`src/rtl/byte_striping_cond.sv`:
```
// byte_striping_cond: transmit-side two-lane byte striper (clk_2f domain).
// Even-index bytes of a burst go to lane 0 and odd-index bytes to lane 1; every
// burst restarts on lane 0. A saturating counter reports the accepted bytes.
// Optional feature macro: STRIPE_PAD_EN -- when defined, an odd-length burst is
// closed with PAD_BYTE on lane 1 so both lanes carry equal byte counts.
module byte_striping_cond #(
    parameter int unsigned           DATA_WIDTH = 8,
    parameter int unsigned           CNT_WIDTH  = 16,
    parameter logic [DATA_WIDTH-1:0] PAD_BYTE   = 8'hBC
) (
    input  logic                  clk_2f,
    input  logic                  reset,
    input  logic [DATA_WIDTH-1:0] data_in,
    input  logic                  valid_in,
    output logic [DATA_WIDTH-1:0] lane_0,
    output logic                  valid_0,
    output logic [DATA_WIDTH-1:0] lane_1,
    output logic                  valid_1,
    output logic [CNT_WIDTH-1:0]  bytes_striped,
    output logic                  active
);

    typedef enum logic [1:0] {
        ESPERANDO_ENTRADA,
        STRIPE_LANE_1,
        STRIPE_LANE_0
    } state_t;

    state_t                state_q;
    logic [DATA_WIDTH-1:0] lane0_q;
    logic [DATA_WIDTH-1:0] lane1_q;
    logic                  valid0_q;
    logic                  valid1_q;
    logic                  active_q;
    logic [CNT_WIDTH-1:0]  cnt_q;
    logic [CNT_WIDTH-1:0]  cnt_d;

`ifndef STRIPE_PAD_EN
    // The filler byte only matters when padding is built in.
    logic pad_unused;
    assign pad_unused = ^PAD_BYTE;
`endif

    // Saturating byte counter: counts accepted input bytes, holds at all-ones.
    always_comb begin
        cnt_d = cnt_q;
        if (valid_in && (cnt_q != '1)) begin
            cnt_d = cnt_q + 1'b1;
        end
    end

    // Striping FSM with registered lane outputs; the lane not written holds its value.
    always_ff @(posedge clk_2f or posedge reset) begin
        if (reset) begin
            state_q  <= ESPERANDO_ENTRADA;
            lane0_q  <= '0;
            lane1_q  <= '0;
            valid0_q <= 1'b0;
            valid1_q <= 1'b0;
            active_q <= 1'b0;
            cnt_q    <= '0;
        end else begin
            cnt_q <= cnt_d;
            case (state_q)
                ESPERANDO_ENTRADA: begin
                    if (valid_in) begin
                        lane0_q  <= data_in;
                        valid0_q <= 1'b1;
                        state_q  <= STRIPE_LANE_1;
                        active_q <= 1'b1;
                    end else begin
                        lane0_q  <= '0;
                        lane1_q  <= '0;
                        valid0_q <= 1'b0;
                        valid1_q <= 1'b0;
                        active_q <= 1'b0;
                    end
                end
                STRIPE_LANE_1: begin
                    if (valid_in) begin
                        lane1_q  <= data_in;
                        valid1_q <= 1'b1;
                        state_q  <= STRIPE_LANE_0;
                        active_q <= 1'b1;
                    end else begin
`ifdef STRIPE_PAD_EN
                        lane1_q  <= PAD_BYTE;
                        valid1_q <= 1'b1;
`else
                        lane1_q  <= '0;
                        valid1_q <= 1'b0;
`endif
                        state_q  <= ESPERANDO_ENTRADA;
                        active_q <= 1'b0;
                    end
                end
                STRIPE_LANE_0: begin
                    if (valid_in) begin
                        lane0_q  <= data_in;
                        valid0_q <= 1'b1;
                        state_q  <= STRIPE_LANE_1;
                        active_q <= 1'b1;
                    end else begin
                        lane0_q  <= '0;
                        valid0_q <= 1'b0;
                        state_q  <= ESPERANDO_ENTRADA;
                        active_q <= 1'b0;
                    end
                end
                default: begin
                    state_q  <= ESPERANDO_ENTRADA;
                    active_q <= 1'b0;
                end
            endcase
        end
    end

    assign lane_0        = lane0_q;
    assign valid_0       = valid0_q;
    assign lane_1        = lane1_q;
    assign valid_1       = valid1_q;
    assign bytes_striped = cnt_q;
    assign active        = active_q;

endmodule

```
`config.mk`:
```
export PLATFORM = sky130hd
export DESIGN_NAME = byte_striping_cond
export DESIGN_NICKNAME = d
export VERILOG_FILES = /design/src/rtl/byte_striping_cond.sv
export SDC_FILE = /design/constraint.sdc
export NUM_CORES = 1
export LEC_CHECK = 0
export ABC_AREA = 1
export BUFFER_PORTS_ARGS = -buffer_cell sky130_fd_sc_hd__buf_2
export CORE_MARGIN = 2
export CORE_UTILIZATION = 56
export DETAILED_ROUTE_END_ITERATION = 10
export PLACE_DENSITY = 0.86
export REMOVE_ABC_BUFFERS = 1
export SYNTH_ARGS = -nofsm -noshare
export SYNTH_HDL_FRONTEND = slang
export SYNTH_SLANG_ARGS = --single-unit
export TNS_END_PERCENT = 50
```
`constraint.sdc`:
```
create_clock -name clk_2f -period 3.7 [get_ports clk_2f]
set_input_delay 0.74 -clock clk_2f [delete_from_list [all_inputs] [get_ports clk_2f]]
set_output_delay 0.74 -clock clk_2f [all_outputs]
set_load 0.005 [all_outputs]
```
==> flow_summary.yaml <==
run_status:
  outcome: "finished clean"
die:
  coreArea_mm2: 0.00305
  die_h_um: 60.5
  io_pins: 46
  rows: 20
  die_x_um: 60.5
  dieArea_mm2: 0.00367
  start_util_pct: 58.6
clock_network:
  cts_tree: "done"
  clock_latency_ns: 0.35
  clkTransAtPathRegs_ns: 0.12
  cts_inserted_buffers: 5
  htreeDepth: 2
  ctsRootBufferMaster: "clkbuf_4"
  cts_resized: 0
  cts.sinks: 37
  clk_path_buf_depth: 2
  hold_buffers: 0
  postCtsSetupRepairBufs: 0
place:
  dpl_cell_area_mm2: 0.00206
  dp_slack_ns: 1.71
  numPlacedInstances: 308
  io_buffers: 45
  dp_hpwl_mm: 2.70
  gp_congestion: 0.893
logic_synthesis:
  synth_top_family_by_area: "simple AND/OR/NAND/NOR gates"
  synth.cell_area_mm2: 0.00179
  synth_top_cell_by_area: "dfrtp_1"
  synth-edff-count: 0
  synth_compound_area_share_pct: 10.9
  synth_area_leaders: "dfrtp_1 (52%), nand2_1 (13%), o21ai_0 (8.7%)"
  muxShareOfSynthArea_pct: 0
  async_flop_share_pct: 100
  synth_seq_cells: 37
  synthXorXnorAreaFrac_pct: 1.47
  synth_warnings: 0
  synth.most_common_cell: "nand2_1"
  ys.flop_type: "dfrtp_1"
  ys_types: 19
  syn_avg_cell_area_um2: 8.07
  synth_top_area_share_pct: 51.7
  synth_adder_area_share_pct: 0.699
  yosys.area_share.simple_pct: 28.3
  synthCells: 222
  synthTopCellsByCount: "nand2_1 (64), dfrtp_1 (37), o21ai_0 (31)"
  ys_seq_area_share_pct: 51.7
power:
  power_leakage_uw: 0.00109
  vdd_drop_max_mv: 0.264
  p_per_area_mw_per_mm2: 419
routing:
  ant_nets: 0
  drc: 0
  routed_wl_mm: 3.67
  vias: 1628
  drt_iter0_drc: 88
  viasPerCell: 5.15
  drtPass1Iterations: 4
  wire_per_inst_um: 11.6
final_layout:
  layout-drive-gt1-share_pct: 26.1
  antenna_cells: 0
  nNetsFinal: 283
  final_area_mm2: 0.00211
  fin_util_pct: 69.3
  post_layout_nonfiller_instances: 316
  syn2layout_area_growth_pct: 18.1
setup_path:
  r2r_end: "bytes_striped[10]"
  crit_end: "bytes_striped[10]"
  worstSetupEndpointType: "register"
  crit_fanout: 12
  criticalPathCategory: "register to register"
  rrSetupSlack_ns: 1.91
  r2r_cells: 8
  crit_arrival_ns: 2.07
  required_ns: 3.98
  reg2reg_from: "bytes_striped[0]"
  worstSetupStartpointType: "register"
  crit_start: "bytes_striped[0]"
sta:
  hold_viol: 0
  slew_headroom_pct: 60.5
  setup_viol: 0
  clock_skew_ns: 0.00935
  drv_slew: 0
  totalNegativeSetupSlack_ns: 0
  rsz0062_at_grt: "false"
  worst_pin_slew_ns: 0.591
  fin_crit_sh_pct: 48.3
  timing.fmax_ghz: 0.559
  fin_ws_ns: 1.91
  period_needed_ns: 1.79
min_path:
  worst_hold_path_type: "primary input to asynchronous set/reset pin"
global_routing:
  use_met1_pct: 31.2
  grt_pass1_wl_mm: 5.72
  grt_usage_pct: 21.6
  grt_pass1_vias: 1284
  met2_usage_pct: 31.1
  grt_max_degree: 38
  busiest_layer: "met1"
  globalRouteOverflowTotal: 0
  antenna_found_initial: 0
  use_met3_pct: 6.40
run:
  drv_cap: 0
kinds of logic (layout without fill, tap and decap cells):
logic type,Yosys count,after routing
flip-flops,37,37
buffers and inverters,31,81
AO/OA/AOI/OAI,36,36
XOR/XNOR,3,3
adder cells (fa/ha/maj),1,1
AND/OR/NAND/NOR,114,114
layer usage:
metal  wire length, um  up-vias
li1                  -      809
met1              1730      762
met2              1670       51
met3               204        6
met4                57        0
met5                 0        -
layout make-up:
cell class / instances / area (um2)
timing repair buffer: 46 / 233
inverter: 27 / 101
clock inverter: 3 / 21.3
fill: 253 / 938
clock buffer: 5 / 37.5
sequential: 37 / 926
multi-input combinational: 154 / 741
tap: 44 / 55.1
worst min-delay path by stage:
stage,cells after the start,start,to
after floorplan,2,valid_0,valid_0
after global placement,2,lane_0[1],lane_0[1]
after detailed placement,2,lane_0[2],lane_0[2]
after CTS,3,reset,bytes_striped[8]
after global routing,3,reset,valid_1
final,3,reset,bytes_striped[12]
sequential cells by signal, indices dropped and copies added, names as in the netlist:
register,flops
active,1
bytes_striped,16
lane_0,8
lane_1,8
state_q,2
valid_0,1
valid_1,1
metrics by stage:
stage	total power (uW)	hold slack, ns
global route	944	0.504
CTS	892	0.471
finish	886	0.462
global placement	673	0.458
floorplan	600	0.471
detailed placement	679	0.465
where the power goes:
group	switching [uW]	leakage, uW	total (uW)	internal (uW)
Clock	141	0.0000316	216	75.0
Sequential	54.7	0.000483	505	450
Combinational	92.2	0.000577	165	72.8
Total	288	0.00109	886	598
critical path, stage by stage, from the launching register on:
cell and delay, ns:
dfrtp_1 0.46, ha_1 0.29, inv_1 0.09, nor2_2 0.05, nand2_2 0.09, nor2_4 0.07, nor2_2 0.46, nand2_1 0.14
o21ai_2 0.08
cells in the final DEF, fill, tap and decap left out, drive strengths merged, types with 2 or more instances in the layout:
cell type / n
buf: 46
clkbuf: 5
dfrtp: 37
inv: 28
nand2: 70
nand3: 10
nand3b: 3
nand4: 6
nor2: 25
o21ai: 35
xor2: 2
(Power assumes the default switching activity.)
